<file path="src/rtl/sdram_port_arbiter_if.sv">
// Signal bundle between the two requesters, the SDRAM port arbiter and the controller user port.
// master = arbiter view, slave = the surrounding requesters/controller.
interface sdram_port_arbiter_if #(
    parameter int ADDR_W = 25,
    parameter int DATA_W = 16
);
    // Handshake: a requester holds req_valid[i] with stable write/addr/wdata until req_accepted[i] pulses;
    // req_busy only advertises whether a new command could be taken. Toward the controller, ctrl_valid
    // with stable ctrl_* is held until ctrl_recieved_command; read data is qualified only by rd_valid.
    logic [1:0]          req_valid;
    logic [1:0]          req_write;
    logic [2*ADDR_W-1:0] req_addr;
    logic [2*DATA_W-1:0] req_wdata;
    logic [1:0]          req_busy;
    logic [1:0]          req_accepted;
    logic [1:0]          rd_valid;
    logic [DATA_W-1:0]   rd_data;
    logic                ctrl_is_busy;
    logic                ctrl_recieved_command;
    logic                ctrl_data_available;
    logic [DATA_W-1:0]   ctrl_read_data;
    logic                ctrl_valid;
    logic                ctrl_is_writing;
    logic [ADDR_W-1:0]   ctrl_address;
    logic [DATA_W-1:0]   ctrl_data;

    modport master (
        input  req_valid, req_write, req_addr, req_wdata,
        input  ctrl_is_busy, ctrl_recieved_command, ctrl_data_available, ctrl_read_data,
        output req_busy, req_accepted, rd_valid, rd_data,
        output ctrl_valid, ctrl_is_writing, ctrl_address, ctrl_data
    );

    modport slave (
        output req_valid, req_write, req_addr, req_wdata,
        output ctrl_is_busy, ctrl_recieved_command, ctrl_data_available, ctrl_read_data,
        input  req_busy, req_accepted, rd_valid, rd_data,
        input  ctrl_valid, ctrl_is_writing, ctrl_address, ctrl_data
    );
endinterface

</file>
<file path="src/rtl/sdram_port_arbiter.sv">
// Round-robin sharing of the SDRAM controller user port between two requesters, one command in flight.
// Optional ISSUE watchdog enabled by defining SDRAM_ARB_TIMEOUT_EN.
module sdram_port_arbiter #(
    parameter int ADDR_W         = 25,
    parameter int DATA_W         = 16,
    parameter int MIN_WAIT       = 1,
    parameter int TIMEOUT_CYCLES = 1024
) (
    input  logic                 inputClock,
    input  logic                 reset,
    sdram_port_arbiter_if.master bus,
    output logic                 arb_timeout,
    output logic [1:0]           o_dbg_state
);
    typedef enum logic [1:0] {
        ST_IDLE  = 2'd0,
        ST_ISSUE = 2'd1,
        ST_WAIT  = 2'd2
    } state_t;

    localparam logic [3:0] WAIT_INIT = 4'(MIN_WAIT);

    state_t            r_state;
    logic              r_grant;
    logic              r_last_grant;
    logic [3:0]        r_wait_cnt;
    logic              r_ctrl_valid;
    logic              r_ctrl_is_writing;
    logic [ADDR_W-1:0] r_ctrl_address;
    logic [DATA_W-1:0] r_ctrl_data;
    logic [1:0]        r_req_accepted;
    logic [1:0]        r_rd_valid;
    logic [DATA_W-1:0] r_rd_data;
    logic              r_arb_timeout;
    logic              w_pick;
    logic              w_start;

`ifdef SDRAM_ARB_TIMEOUT_EN
    localparam logic [15:0] TO_LAST = 16'(TIMEOUT_CYCLES - 1);
    logic [15:0] r_to_cnt;
`else
    logic w_unused_timeout_cfg;
    assign w_unused_timeout_cfg = (TIMEOUT_CYCLES != 0);
`endif

    // A tie goes to whoever did not win last time.
    always_comb begin
        w_pick = 1'b0;
        if (bus.req_valid == 2'b10) begin
            w_pick = 1'b1;
        end else if (bus.req_valid == 2'b11) begin
            w_pick = ~r_last_grant;
        end
    end

    assign w_start = (bus.req_valid != 2'b00) && !bus.ctrl_is_busy;

    always_ff @(posedge inputClock) begin
        if (reset) begin
            r_state           <= ST_IDLE;
            r_grant           <= 1'b0;
            r_last_grant      <= 1'b1;
            r_wait_cnt        <= '0;
            r_ctrl_valid      <= 1'b0;
            r_ctrl_is_writing <= 1'b0;
            r_ctrl_address    <= '0;
            r_ctrl_data       <= '0;
            r_req_accepted    <= '0;
            r_rd_valid        <= '0;
            r_rd_data         <= '0;
            r_arb_timeout     <= 1'b0;
`ifdef SDRAM_ARB_TIMEOUT_EN
            r_to_cnt          <= '0;
`endif
        end else begin
            r_req_accepted <= '0;
            r_rd_valid     <= '0;

            // Read data is routed to the owner of the transaction; anything arriving while idle is dropped.
            if (bus.ctrl_data_available && (r_state != ST_IDLE)) begin
                r_rd_valid[r_grant] <= 1'b1;
                r_rd_data           <= bus.ctrl_read_data;
            end

            case (r_state)
                ST_IDLE: begin
                    if (w_start) begin
                        r_grant           <= w_pick;
                        r_ctrl_is_writing <= bus.req_write[w_pick];
                        r_ctrl_address    <= w_pick ? bus.req_addr[ADDR_W +: ADDR_W]
                                                    : bus.req_addr[0 +: ADDR_W];
                        r_ctrl_data       <= w_pick ? bus.req_wdata[DATA_W +: DATA_W]
                                                    : bus.req_wdata[0 +: DATA_W];
                        r_ctrl_valid      <= 1'b1;
                        r_state           <= ST_ISSUE;
`ifdef SDRAM_ARB_TIMEOUT_EN
                        r_to_cnt          <= '0;
`endif
                    end
                end

                ST_ISSUE: begin
                    if (bus.ctrl_recieved_command) begin
                        r_ctrl_valid            <= 1'b0;
                        r_req_accepted[r_grant] <= 1'b1;
                        r_wait_cnt              <= WAIT_INIT;
                        r_state                 <= ST_WAIT;
                    end
`ifdef SDRAM_ARB_TIMEOUT_EN
                    else if (r_to_cnt == TO_LAST) begin
                        r_ctrl_valid  <= 1'b0;
                        r_arb_timeout <= 1'b1;
                        r_last_grant  <= r_grant;
                        r_state       <= ST_IDLE;
                    end else begin
                        r_to_cnt <= r_to_cnt + 16'd1;
                    end
`endif
                end

                // The controller may not raise busy immediately after accepting, so busy is ignored for MIN_WAIT cycles.
                ST_WAIT: begin
                    if (r_wait_cnt != 4'd0) begin
                        r_wait_cnt <= r_wait_cnt - 4'd1;
                    end else if (!bus.ctrl_is_busy) begin
                        r_last_grant <= r_grant;
                        r_state      <= ST_IDLE;
                    end
                end

                default: r_state <= ST_IDLE;
            endcase
        end
    end

    assign bus.req_busy        = {2{(r_state != ST_IDLE) | bus.ctrl_is_busy}};
    assign bus.req_accepted    = r_req_accepted;
    assign bus.rd_valid        = r_rd_valid;
    assign bus.rd_data         = r_rd_data;
    assign bus.ctrl_valid      = r_ctrl_valid;
    assign bus.ctrl_is_writing = r_ctrl_is_writing;
    assign bus.ctrl_address    = r_ctrl_address;
    assign bus.ctrl_data       = r_ctrl_data;
    assign arb_timeout         = r_arb_timeout;
    assign o_dbg_state         = r_state;
endmodule

</file>
<file path="src/flat_wrapper.sv">
// flat-port wrapper written by rule: the top's interface ports become plain ports
module sdram_port_arbiter_flat 
#(
    parameter int ADDR_W         = 25,
    parameter int DATA_W         = 16,
    parameter int MIN_WAIT       = 1,
    parameter int TIMEOUT_CYCLES = 1024
)
  (inputClock, reset, arb_timeout, o_dbg_state, bus_req_valid, bus_req_write, bus_req_addr, bus_req_wdata, bus_ctrl_is_busy, bus_ctrl_recieved_command, bus_ctrl_data_available, bus_ctrl_read_data, bus_req_busy, bus_req_accepted, bus_rd_valid, bus_rd_data, bus_ctrl_valid, bus_ctrl_is_writing, bus_ctrl_address, bus_ctrl_data);
  sdram_port_arbiter_if #(.ADDR_W(ADDR_W), .DATA_W(DATA_W)) bus_i ();
  input  logic inputClock;
  input  logic reset;
  output logic arb_timeout;
  output logic [1:0] o_dbg_state;
  input wire logic [$bits(bus_i.req_valid)-1:0] bus_req_valid;
  input wire logic [$bits(bus_i.req_write)-1:0] bus_req_write;
  input wire logic [$bits(bus_i.req_addr)-1:0] bus_req_addr;
  input wire logic [$bits(bus_i.req_wdata)-1:0] bus_req_wdata;
  input wire logic [$bits(bus_i.ctrl_is_busy)-1:0] bus_ctrl_is_busy;
  input wire logic [$bits(bus_i.ctrl_recieved_command)-1:0] bus_ctrl_recieved_command;
  input wire logic [$bits(bus_i.ctrl_data_available)-1:0] bus_ctrl_data_available;
  input wire logic [$bits(bus_i.ctrl_read_data)-1:0] bus_ctrl_read_data;
  output wire logic [$bits(bus_i.req_busy)-1:0] bus_req_busy;
  output wire logic [$bits(bus_i.req_accepted)-1:0] bus_req_accepted;
  output wire logic [$bits(bus_i.rd_valid)-1:0] bus_rd_valid;
  output wire logic [$bits(bus_i.rd_data)-1:0] bus_rd_data;
  output wire logic [$bits(bus_i.ctrl_valid)-1:0] bus_ctrl_valid;
  output wire logic [$bits(bus_i.ctrl_is_writing)-1:0] bus_ctrl_is_writing;
  output wire logic [$bits(bus_i.ctrl_address)-1:0] bus_ctrl_address;
  output wire logic [$bits(bus_i.ctrl_data)-1:0] bus_ctrl_data;
  assign bus_i.req_valid = bus_req_valid;
  assign bus_i.req_write = bus_req_write;
  assign bus_i.req_addr = bus_req_addr;
  assign bus_i.req_wdata = bus_req_wdata;
  assign bus_i.ctrl_is_busy = bus_ctrl_is_busy;
  assign bus_i.ctrl_recieved_command = bus_ctrl_recieved_command;
  assign bus_i.ctrl_data_available = bus_ctrl_data_available;
  assign bus_i.ctrl_read_data = bus_ctrl_read_data;
  assign bus_req_busy = bus_i.req_busy;
  assign bus_req_accepted = bus_i.req_accepted;
  assign bus_rd_valid = bus_i.rd_valid;
  assign bus_rd_data = bus_i.rd_data;
  assign bus_ctrl_valid = bus_i.ctrl_valid;
  assign bus_ctrl_is_writing = bus_i.ctrl_is_writing;
  assign bus_ctrl_address = bus_i.ctrl_address;
  assign bus_ctrl_data = bus_i.ctrl_data;
  sdram_port_arbiter #(.ADDR_W(ADDR_W), .DATA_W(DATA_W), .MIN_WAIT(MIN_WAIT), .TIMEOUT_CYCLES(TIMEOUT_CYCLES)) u_core (.inputClock(inputClock), .reset(reset), .bus(bus_i), .arb_timeout(arb_timeout), .o_dbg_state(o_dbg_state));
endmodule
</file>
<file path="config.mk">
export PLATFORM = sky130hd
export DESIGN_NAME = sdram_port_arbiter_flat
export DESIGN_NICKNAME = d
export VERILOG_FILES = /design/src/rtl/sdram_port_arbiter_if.sv /design/src/rtl/sdram_port_arbiter.sv /design/src/flat_wrapper.sv
export SDC_FILE = /design/constraint.sdc
export NUM_CORES = 1
export LEC_CHECK = 0
export ABC_AREA = 1
export BUFFER_PORTS_ARGS = -buffer_cell sky130_fd_sc_hd__buf_2
export CORE_MARGIN = 5
export CORE_UTILIZATION = 45
export CTS_BUF_LIST = sky130_fd_sc_hd__clkbuf_8
export CTS_CLUSTER_DIAMETER = 40
export DETAILED_ROUTE_END_ITERATION = 10
export GPL_ROUTABILITY_DRIVEN = 0
export PLACE_DENSITY_LB_ADDON = 0.25
export SYNTH_ARGS = -nofsm -noshare
export SYNTH_HDL_FRONTEND = slang
export SYNTH_SLANG_ARGS = --single-unit
</file>
<file path="constraint.sdc">
create_clock -name inputClock -period 1.6 [get_ports inputClock]
set_clock_uncertainty 0.05 [all_clocks]
set_input_delay 0.24 -clock inputClock [delete_from_list [all_inputs] [get_ports inputClock]]
set_output_delay 0.24 -clock inputClock [all_outputs]
set_load 0.005 [all_outputs]
</file>
# == Word level (Yosys, flattened, before mapping) ==
# Cells that the tools add are included.
# classes
add_sub_neg,1
magnitude_cmp,3
n_eq_ne,9
n_mux,19
bitwise_logic,7
reduce_logical,17
# op_table
op,count
25-bit 2-to-1 mux,1
16-bit 2-to-1 mux,1
3-bit AND reduction,3
2-bit 2-to-1 mux,4
4-bit 2-to-1 mux,2
4-bit one-hot mux with 2 select lines,1
2-bit nonzero test,4
1-bit 2-to-1 mux,7
2-bit == test (second input constant),3
2-bit != test (second input constant),3
1-bit inverter,6
2-bit one-hot mux with 3 select lines,1
1-bit by 2-bit less-than comparator with 1-bit output (second input constant),2
2-bit by 1-bit != test with 1-bit output (second input constant),2
4-bit AND reduction,1
4-bit nonzero test,1
4-bit by 1-bit subtractor with 4-bit output (second input constant),1
1-bit logical AND,3
3-bit OR reduction,1
2-bit by 1-bit == test with 1-bit output (second input constant),1
2-bit zero test,1
1-bit one-hot mux with 2 select lines,1
2-bit AND reduction,1
2-bit OR reduction,1
other kinds (4),4
# word_totals
register_bits,71
in_bits,107
output_inout_bits,68
wordCells,67

# == Longest topological paths before layout ==
# Gate-level depths: netlist of run 1.
# depth
ltp_word,5
ltp_mapped,8
depth_no_buf,8

# == Least setup slack after synthesis of run 1 ==
# OpenSTA, ideal clock, no wires.
# synth_path
path_kind,in2reg
start,input port u_core.o_dbg_state[0]
end,"register u_core.r_ctrl_data[10], in the netlist u_core.bus.ctrl_data[10]"
setup_ns,0.117
arrival_ns,1.131
t_required_ns,1.433
path_slack_ns,0.302
path_stages,9
path_buffers,2
path_cell_list,dfxtp_1 nor2_1 nand2_1 nor2_4 buf_6 buf_6 nand2_1 a21oi_1 nor2_1
# synth_between
elab_chain_len,2
# synth_lines
element,line,source
from (decl),sdram_port_arbiter.sv:13,output logic [1:0] o_dbg_state
2-bit zero test,sdram_port_arbiter.sv:85,case (r_state)
2-bit AND reduction (no line),-,
to (signal assigned),sdram_port_arbiter.sv:92,r_ctrl_data <= w_pick ? bus.req_wdata[DATA_W +: DATA_W]
to (decl),sdram_port_arbiter.sv:30,logic [DATA_W-1:0] r_ctrl_data;
# No other way between the ends.
# A chain may end at the register's enable or synchronous reset.

# == Worst setup path after layout of run 1 ==
# layout_path
start,input port u_core.o_dbg_state[0]
end,"register u_core.r_ctrl_address[13], in the netlist u_core.bus.ctrl_address[13]"
# layout_between
elab_chain_len,2
# layout_lines
element,line,source
2-bit zero test,sdram_port_arbiter.sv:85,
2-bit AND reduction (no line),-,
to (signal assigned),sdram_port_arbiter.sv:90,r_ctrl_address <= w_pick ? bus.req_addr[ADDR_W +: ADDR_W]
to (decl),sdram_port_arbiter.sv:29,logic [ADDR_W-1:0] r_ctrl_address;
# No other way between the ends.

==> results.ini, run 1 <==
[status]
status = complete, no violations

[drt]
first_pass_iters = 4
avgRoutedWirePerCell_um = 12.42
highest_layer = met4
wl_met1_um = 3462
via_count = 3189
drtIter0Drc = 116
viasPerCell = 4.781
wl_met2_um = 3943
wl_um = 8287
drc = 0
antenna_left = 0
met3_length_um = 794

[critical_path]
slowest_stage = dfxtp_1
critical-path-max-stage-delay_ps = 340
path_buf_inv = 1
worst-endpoint-arrival_ps = 1540
cp.required_ps = 1760
end_kind = register
cp_cell_sequence = nor2_1 -> nand2_1 -> nor2_4 -> buf_12 -> nand2_1 -> a21oi_1 -> nor2_1
crit_path_start_kind = register
crit_family = simple AND/OR/NAND/NOR gates
critical_path_class = register to register
cp_max_fo = 50

[finish]
syn_to_final_growth_pct = 35.82
multiInputGateArea_mm2 = 0.001333
final_layout_size_suffix_gt1_share_pct = 33.39
fin_nets = 694
fill_cells = 596
seq_area_mm2 = 0.001421
diodes = 0

[synthesis]
syn-cell-area_mm2 = 0.002965
ys_ff_latch = 71
yosysUniqueCellTypes = 21
synth-seq-area-share_pct = 47.93
avgSynthCellArea_um2 = 7.044
syn_nets = 529
ys.warnings.count = 0
synth_cells = 421

[pwr]
power.total_w = 0.003890
p_sw_w = 0.001061
p_seq_share_pct = 51.0
pwr-share-comb_pct = 19.1
p_per_area_mw_per_mm2 = 965.8
swShare_pct = 27.27
pwr-share-clk_pct = 30.0
leakagePower_nw = 2.048
ir_drop_mv = 0.5844
p_int_w = 0.002829

[floorplan]
ios = 175
start_util_pct = 46.43
core-area_mm2 = 0.006386
dieArea_mm2 = 0.008313
die_x_um = 91.18
std_cell_rows = 29
fp.dieH_um = 91.18

[sta]
period_needed_ps = 1380
fmax_mhz = 724.9
drv_slew = 0
setup_viol = 0
fin_crit_sh_pct = 86.22
hold_violations = 0
rsz0062_at_grt = no
final.setup.tns_ps = 0

[grt]
grt_max_degree = 51
grt_usage_pct = 19.45
grt_pass1_vias = 2927
overflow = 0
grt_pass1_wl_um = 13520
grt_antenna_before_repair = 0

[clock_network]
cts_hold_buf = 0
htreeDepth = 3
cts_tree = done
clock_path_buffers = 2
clockRootBuffer = clkbuf_8
cts_buffers = 9
cts.clk_slew.worst_paths_ps = 70
clkLatencyLatePin_ps = 330
postCtsSetupRepairBufs = 0
cts_resized = 0
cts_sinks = 71

[place]
dpl.hpwl_um = 6148
io_buffers = 173

[job]
maxCapViolCount = 0

[worst_hold_path]
hold_path.class = input pin to register

[metrics by stage]
stage | hold WS (ps) | setup slack (ps) | utilization (%) | std cells | cell area [um^2]
floorplan | 325.9 | 302.4 | - | 421 | 2965
global placement | 407.2 | 272.9 | 60.60 | 652 | 3870
detailed placement | 416.3 | 235.6 | 60.60 | 652 | 3870
CTS | 71.73 | 211.0 | 63.07 | 667 | 4028
global route | 77.76 | 28.95 | 63.07 | 667 | 4028
finish | 82.41 | 220.5 | 63.07 | 667 | 4028
[routing by layer]
| layer | track usage (%) | up-vias |
|---|---|---|
| met1 | 24.25 | 1378 |
| met2 | 31.25 | 120 |
| met3 | 7.107 | 9 |
| li1 | - | 1682 |
| met4 | 6.235 | 0 |
| met5 | 0 | - |
[sequential cells by signal, summed over array words and instances, names as in the netlist]
signal                      flops
u_core.bus.ctrl_address        25
u_core.bus.ctrl_data           16
u_core.bus.ctrl_is_writing      1
u_core.bus.ctrl_valid           1
u_core.bus.rd_data             16
u_core.bus.rd_valid             2
u_core.bus.req_accepted         2
u_core.o_dbg_state              2
u_core.r_grant                  1
u_core.r_last_grant             1
u_core.r_wait_cnt               4
[Yosys cell counts (all sizes together)]
master | count | area share, %
or2 | 1 | 0.21
nand3 | 3 | 0.51
o21ai | 61 | 10
ha | 1 | 0.42
nor2 | 83 | 11
clkbuf | 12 | 1.6
inv | 13 | 1.6
a21oi | 49 | 8.3
nand2 | 104 | 13
nand4 | 1 | 0.21
nor3 | 5 | 0.84
buf | 16 | 3.9
conb | 1 | 0.13
dfxtp | 71 | 48
[path summary, 6_finish.rpt]
kind / start / slack [ps] / to / depth (start not counted)
max: u_core.o_dbg_state[0]$_SDFFE_PP0P_ / 220 / u_core.bus.ctrl_address[13]$_SDFFE_PP0P_ / 7
min: bus_req_wdata[15] / 80 / u_core.bus.ctrl_data[15]$_SDFFE_PP0P_ / 3
max reg2reg: u_core.o_dbg_state[0]$_SDFFE_PP0P_ / 220 / u_core.bus.ctrl_address[13]$_SDFFE_PP0P_ / 7
min reg2reg: u_core.bus.ctrl_valid$_SDFFE_PP0P_ / 420 / u_core.bus.ctrl_valid$_SDFFE_PP0P_ / 2
[power groups by stage]
stage	clock network, W	registers, W	logic (W)
3_5_place_dp	0	0.00202	0.000749
2_1_floorplan	0	0.00203	0.000389
6_report	0.00117	0.00198	0.000741
4_1_cts	0.00120	0.00198	0.000751
3_3_place_gp	0	0.00201	0.000735
5_1_grt	0.00129	0.00200	0.000845
[worst min-delay path: cells and delay by family]
| family | cells | cell delay [ps] |
|---|---|---|
| AOI/OAI and AO/OA | 1 | 50 |
| buffers and inverters | 1 | 70 |
| and+or+nand+nor | 1 | 70 |
[area by class of cell]
cell class	count	area share (%)
Timing Repair Buffer	182	24.11
Clock inverter	5	0.4970
Multi-Input combinational cell	309	33.08
Inverter	13	1.212
Sequential cell	71	35.29
Clock buffer	10	3.417
Tap cell	77	2.392
[placed cells by master (no fill, tap or decap)]
| master | netlist | final |
|---|---|---|
| ha_1 | 1 | 1 |
| o21ai_1 | 3 | 3 |
| clkinv_2 | 0 | 1 |
| buf_4 | 2 | 6 |
| a21oi_1 | 49 | 49 |
| or2_2 | 1 | 1 |
| buf_12 | 0 | 3 |
| nand2_1 | 104 | 104 |
| o21ai_0 | 57 | 57 |
| buf_2 | 9 | 173 |
| nand4_1 | 1 | 1 |
| inv_1 | 12 | 16 |
| o21ai_2 | 1 | 1 |
| inv_2 | 1 | 1 |
| nor2_1 | 82 | 82 |
| clkbuf_8 | 0 | 10 |
| conb_1 | 1 | 1 |
| nor3_1 | 5 | 5 |
| nor2_4 | 1 | 1 |
| dfxtp_1 | 71 | 71 |
| nand3_1 | 3 | 3 |
[logic make-up (layout without fill, tap and decap cells)]
family          Yosys count  count (layout)  synth area share (%)
other cells               1               1                0.1265
compound gates          110             110                 18.69
flops                    71              71                 47.93
simple gates            197             197                 25.70
buf+inv                  41             210                 7.130
fa+ha+maj                 1               1                0.4219
Power figures use the tool's default switching activity.
==> run 2: changes to the inputs <==
ABC_AREA = 0   (was 1)
BUFFER_PORTS_ARGS = -buffer_cell sky130_fd_sc_hd__buf_4   (was -buffer_cell sky130_fd_sc_hd__buf_2)
CORE_UTILIZATION = 46   (was 45)
==> run 2 against run 1 <==
  * The flow now finishes with violations (setup timing)
  * Via count rose by 0.38%
  * Die area rose by 5.6%
  * Total power up 17%
  * Critical path depth is 3 lower
  * Synthesized cell count down 22%
  * Core utilization up 10 points
  * Combinational power grew 39%
  * Critical endpoint is now u_core.r_wait_cnt[3]$_SDFFE_PP0P_
  * Largest power group unchanged
==> results.ini, run 2 <==
[critical_path]
r2r-end = u_core.r_wait_cnt[3]$_SDFFE_PP0P_
end_kind = register
crit_path_start_kind = register
crit_family = simple AND/OR/NAND/NOR gates
cp_cell_sequence = buf_6 -> or3_4 -> or4_4 -> a211oi_2
critical_path_class = register to register
cp_max_fo = 2
critical-path-max-stage-delay_ps = 490
r2r.worst_path.cells = 4
cp.required_ps = 1800
r2r_start = u_core.r_wait_cnt[0]$_SDFFE_PP0P_
slowest_stage = or4_4
path_buf_inv = 1
worst-endpoint-arrival_ps = 1840
r2r_slack_ps = -40

[grt]
grt_antenna_before_repair = 0
grt_pass1_wl_um = 14810
grt_max_degree = 35
grt_usage_pct = 21.02
grt_pass1_vias = 3143
overflow = 0

[clock_network]
clockRootBuffer = clkbuf_8
cts_sinks = 71
clkLatencyLatePin_ps = 330
cts_buffers = 9
cts_tree = done
htreeDepth = 3
clock_path_buffers = 2
cts.clk_slew.worst_paths_ps = 80

[synthesis]
synth-xor-area-share_pct = 0
synth-seq-area-share_pct = 44.10
avgSynthCellArea_um2 = 9.767
ys.warnings.count = 0
ys_ff_latch = 71
synth_fa_ha_area_share_pct = 0.3882
synth_async_sr_flop_share_pct = 0
synthMuxAreaShare_pct = 0.3106
syn_nets = 438
ys_top_cells_by_area = dfxtp_1, a221oi_2, o32ai_1
synth_compound_area_share_pct = 36.06
yosysMostFrequentCell = dfxtp_1
synth_edf_count = 0
synth_cells = 330
yosysTopAreaCell = dfxtp_1
yosysUniqueCellTypes = 35
synth_top_area_share_pct = 44.10
synth_top_family_by_area = compound AO/OA/AOI/OAI gates
synthSimpleGateAreaFrac_pct = 8.424
synth_common_cells = dfxtp_1, inv_1, o32ai_1, a221oi_2, nand2_1
ys.flop_type = dfxtp_1
syn-cell-area_mm2 = 0.003223

[worst_hold_path]
hold_path.class = input pin to register
holdCritStartpoint = bus_ctrl_read_data[12]
hold_depth = 3
min_to = u_core.bus.rd_data[12]$_SDFFE_PP0P_

[floorplan]
die_x_um = 93.71
core-area_mm2 = 0.006794
std_cell_rows = 30
dieArea_mm2 = 0.008781
fp.dieH_um = 93.71
start_util_pct = 47.44
ios = 175

[drt]
wl_um = 9587
first_pass_iters = 4
avgRoutedWirePerCell_um = 16.01
drc = 0
viasPerCell = 5.344
via_count = 3201
antenna_left = 0
drtIter0Drc = 114

[status]
violations = setup timing
status = finished, violations left

[finish]
largest_reg_flops = 25
fin_nets = 606
final_layout_size_suffix_gt1_share_pct = 51.89
fill_cells = 524
syn_to_final_growth_pct = 54.08
final_area_mm2 = 0.004966
diodes = 0
final_cell_count_no_fill = 599
layout_commonest_cell = buf_4
fin_util_pct = 73.09
layout_common_cells = buf_4, dfxtp_1, inv_1, o32ai_1, a221oi_2

[sta]
rsz0062_at_grt = yes
fin_hold_ws_ps = 91.89
fin_crit_sh_pct = 102.3
setup_viol = 1
period_needed_ps = 1636
hold_violations = 0
final.setup.tns_ps = -36.04
drv_slew = 0
fmax_mhz = 611.2
fin_ws_ps = -36.04

[pwr]
p_sw_w = 0.001205
ir_drop_mv = 0.5493
p_int_w = 0.003353
pwr-share-clk_pct = 34.4
pwr-share-comb_pct = 22.5
leakagePower_nw = 2.081
p_per_area_mw_per_mm2 = 917.9
swShare_pct = 26.44
p_seq_share_pct = 43.1

[place]
io_buffers = 173
dpl.hpwl_um = 7221
place_area_mm2 = 0.004697
dp_cells = 581

[job]
maxCapViolCount = 0

run 2: changes by cell type after synthesis, sizes merged, moves of 3 or more:
cell and delta:
a21oi -27, inv +33, nor2 -79, nand2 -71
clkbuf +10, a221oi +42, o32ai +42, o21ai -56
nand3 -3
run 2: per-layer routing:
metal | track usage (%) | up-vias | part of all wire, %
met2 | 36.90 | 116 | 51
met1 | 24.08 | 1488 | 39
li1 | - | 1575 | -
met5 | 0 | - | 0
met4 | 8.785 | 0 | 2.4
met3 | 5.369 | 22 | 7.5
run 2: stage by stage:
stage	power, W	setup WS, ps
detailed placement	0.003025	-77.19
CTS	0.004615	-15.42
global placement	0.002998	46.57
global route	0.004790	-86.92
finish	0.004558	-36.04
floorplan	0.002485	29.60
run 2: worst reg2reg max path, cell delays in order, from the launching register on:
cell,delay [ps]
dfxtp_2,330
buf_6,110
or3_4,350
or4_4,490
a211oi_2,230
run 2: layout make-up:
class,count,area [um^2],share of cell area (%)
clock inverter,7,96.34,1.940
sequential,71,1424,28.67
inverter,47,176.4,3.553
tap,96,120.1,2.419
timing repair buffer,193,1528,30.76
clock buffer,9,123.9,2.494
multi-input combinational,176,1498,30.16
run 2: logic make-up (layout without fill, tap and decap cells):
family | count (synthesis) | count (layout)
adder cells (fa/ha/maj) | 1 | 1
buffers and inverters | 83 | 256
AO/OA/AOI/OAI | 118 | 118
other | 1 | 1
multiplexers | 1 | 1
AND/OR/NAND/NOR | 55 | 55
flip-flops | 71 | 71
run 2: power groups by stage:
stage | Combinational (W) | Clock, W | Sequential, W
2_1_floorplan | 0.000475 | 0 | 0.00201
3_3_place_gp | 0.000998 | 0 | 0.00200
3_5_place_dp | 0.00102 | 0 | 0.00200
4_1_cts | 0.00103 | 0.00162 | 0.00196
5_1_grt | 0.00111 | 0.00170 | 0.00198
6_report | 0.00103 | 0.00157 | 0.00196
run 2: repair_timing:
| action | 4_1_cts | 5_1_grt |
|---|---|---|
| setup buffers | 2 | 0 |
| hold buffers | 0 | 0 |
| pin swaps | 4 | 2 |
| gates resized for setup | 6 | 4 |
| setup endpoints to repair | 4 | 10 |
| endpoints found under the hold margin | 0 | 0 |
run 2: how the worst max path moves through the flow:
stage,to,startpoint,slack [ps],cells after the start
2_1_floorplan,u_core.r_wait_cnt[3]$_SDFFE_PP0P_,u_core.r_wait_cnt[0]$_SDFFE_PP0P_,30,5
3_3_place_gp,u_core.r_wait_cnt[3]$_SDFFE_PP0P_,u_core.r_wait_cnt[0]$_SDFFE_PP0P_,50,5
3_5_place_dp,u_core.r_wait_cnt[3]$_SDFFE_PP0P_,u_core.r_wait_cnt[1]$_SDFFE_PP0P_,-80,5
4_1_cts,u_core.r_wait_cnt[3]$_SDFFE_PP0P_,u_core.r_wait_cnt[0]$_SDFFE_PP0P_,-20,4
5_1_grt,u_core.r_wait_cnt[3]$_SDFFE_PP0P_,u_core.r_wait_cnt[0]$_SDFFE_PP0P_,-90,4
6_report,u_core.r_wait_cnt[3]$_SDFFE_PP0P_,u_core.r_wait_cnt[0]$_SDFFE_PP0P_,-40,4
==> run 3: changes to the inputs <==
RECOVER_POWER = 100   (was not set)
==> run 3 against run 2 <==
  * The run still ends with setup timing left
  * Critical path type unchanged
  * Fmax shrank 0.36%
  * Core utilization decreased by 1.9 points
  * Largest power group unchanged
  * Clock power hardly changed
==> results.ini, run 3 (synthesis gave the netlist of run 2 again) <==
[status]
status = finished, violations left
violations = setup timing

[clock_network]
clkLatencyLatePin_ps = 330
htreeDepth = 3
clock_path_buffers = 2
clockRootBuffer = clkbuf_8
cts_hold_buf = 0
cts.clk_slew.worst_paths_ps = 80
cts_buffers = 9
cts_sinks = 71
cts_tree = done

[critical_path]
r2r_slack_ps = -40
critical-path-max-stage-delay_ps = 490
path_buf_inv = 1
slowest_stage = or4_4
critical_path_class = register to register
worst-endpoint-arrival_ps = 1840
cp_max_fo = 2
cp_cell_sequence = buf_6 -> or3_4 -> or4_4 -> a211oi_2
crit_cells = 4
r2r-end = u_core.r_wait_cnt[3]$_SDFFE_PP0P_
cp-startpoint = u_core.r_wait_cnt[0]$_SDFFE_PP0P_
cp.required_ps = 1800
crit_end = u_core.r_wait_cnt[3]$_SDFFE_PP0P_
r2r.worst_path.cells = 4
end_kind = register
r2r_start = u_core.r_wait_cnt[0]$_SDFFE_PP0P_
crit_family = simple AND/OR/NAND/NOR gates
crit_path_start_kind = register

[place]
io_buffers = 173
dpl.hpwl_um = 7221
place_ws_ps = -77.19

[floorplan]
core-area_mm2 = 0.006794
ios = 175
start_util_pct = 47.44
die_x_um = 93.71
fp.dieH_um = 93.71
dieArea_mm2 = 0.008781
std_cell_rows = 30

[sta]
final.setup.tns_ps = -41.90
rsz0062_at_grt = yes
fmax_mhz = 609.1
fin_crit_sh_pct = 102.6
period_needed_ps = 1642
drv_slew = 0
setup_viol = 1
hold_violations = 0
fin_hold_ws_ps = 97.10
fin_ws_ps = -41.90

[grt]
grt_usage_pct = 21.02
grt_pass1_wl_um = 14810
grt_pass1_vias = 3143
grt_max_degree = 35
overflow = 0
grt_antenna_before_repair = 0

[job]
maxCapViolCount = 0

[drt]
wl_um = 9535
drc = 0
avgRoutedWirePerCell_um = 15.92
viasPerCell = 5.302
antenna_left = 0
via_count = 3176
drtIter0Drc = 125
first_pass_iters = 4

[finish]
diodes = 0
final_layout_size_suffix_gt1_share_pct = 46.12
layout_common_cells = buf_4, dfxtp_1, inv_1, clkbuf_4, o32ai_1
layout_commonest_cell = buf_4
largest_reg_flops = 25
syn_to_final_growth_pct = 50.08
fin_nets = 606

[pwr]
ir_drop_mv = 0.5495
p_per_area_mw_per_mm2 = 928.4
leakagePower_nw = 1.949

[worst_hold_path]
hold_path.class = input pin to register

run 3: changes by cell type in the layout (fill, tap and decap cells not counted), moves of 2 or more:
cell,delta
buf_12,-2
clkbuf_1,+25
buf_4,-69
clkbuf_4,+43
run 3: per-stage QoR:
stage                     total power (W)  area (um^2)  utilization, %  cells
after CTS                        0.004615         4952           72.89    599
after global routing             0.004726         4837           71.20    599
after global placement           0.002998         4697           69.13    581
after floorplan                  0.002485         3223               -    330
after detailed placement         0.003025         4697           69.13    581
final                            0.004491         4837           71.20    599
run 3: final cells by class:
type,instances,area [um^2]
Fill cell,559,1957
Multi-Input combinational cell,176,1490
Sequential cell,71,1424
Timing Repair Buffer,193,1406
Inverter,47,176.4
Clock buffer,9,123.9
Tap cell,96,120.1
Clock inverter,7,96.34
run 3: where the power goes:
part / total [W] / internal (W) / switching, W
Clock: 0.00156 / 0.000883 / 0.000681
Combinational: 0.000967 / 0.000516 / 0.000451
Sequential: 0.00196 / 0.00190 / 0.0000640
run 3: worst min-delay path by stage:
stage                     slack, ps                          startpoint  depth (start not counted)                                  end
after detailed placement        400  u_core.bus.rd_data[6]$_SDFFE_PP0P_                          2   u_core.bus.rd_data[6]$_SDFFE_PP0P_
after CTS                        80              bus_ctrl_read_data[12]                          3  u_core.bus.rd_data[12]$_SDFFE_PP0P_
final                           100              bus_ctrl_read_data[12]                          3  u_core.bus.rd_data[12]$_SDFFE_PP0P_
after global placement          390  u_core.bus.rd_data[0]$_SDFFE_PP0P_                          2   u_core.bus.rd_data[0]$_SDFFE_PP0P_
after global routing             80              bus_ctrl_read_data[14]                          3  u_core.bus.rd_data[14]$_SDFFE_PP0P_
after floorplan                 330               bus_ctrl_read_data[0]                          2   u_core.bus.rd_data[0]$_SDFFE_PP0P_
run 3: what timing repair did:
item | CTS | global route
setup buffers | 2 | 0
gates resized for setup | 6 | 4
endpoints found under the hold margin | 0 | 0
endpoints found under the setup margin | 4 | 10
pin swaps | 4 | 2
run 3: routing by layer:
metal  GRT usage, %  share of wire (%)
met3          5.369                6.6
met4          8.785                2.1
met2          36.90                 51
met5              0                  0
met1          24.08                 40
run 3: tightest hold or removal path, cell delays in order:
cell and delay (ps):
buf_4 110, nand2_1 50, a21oi_1 50
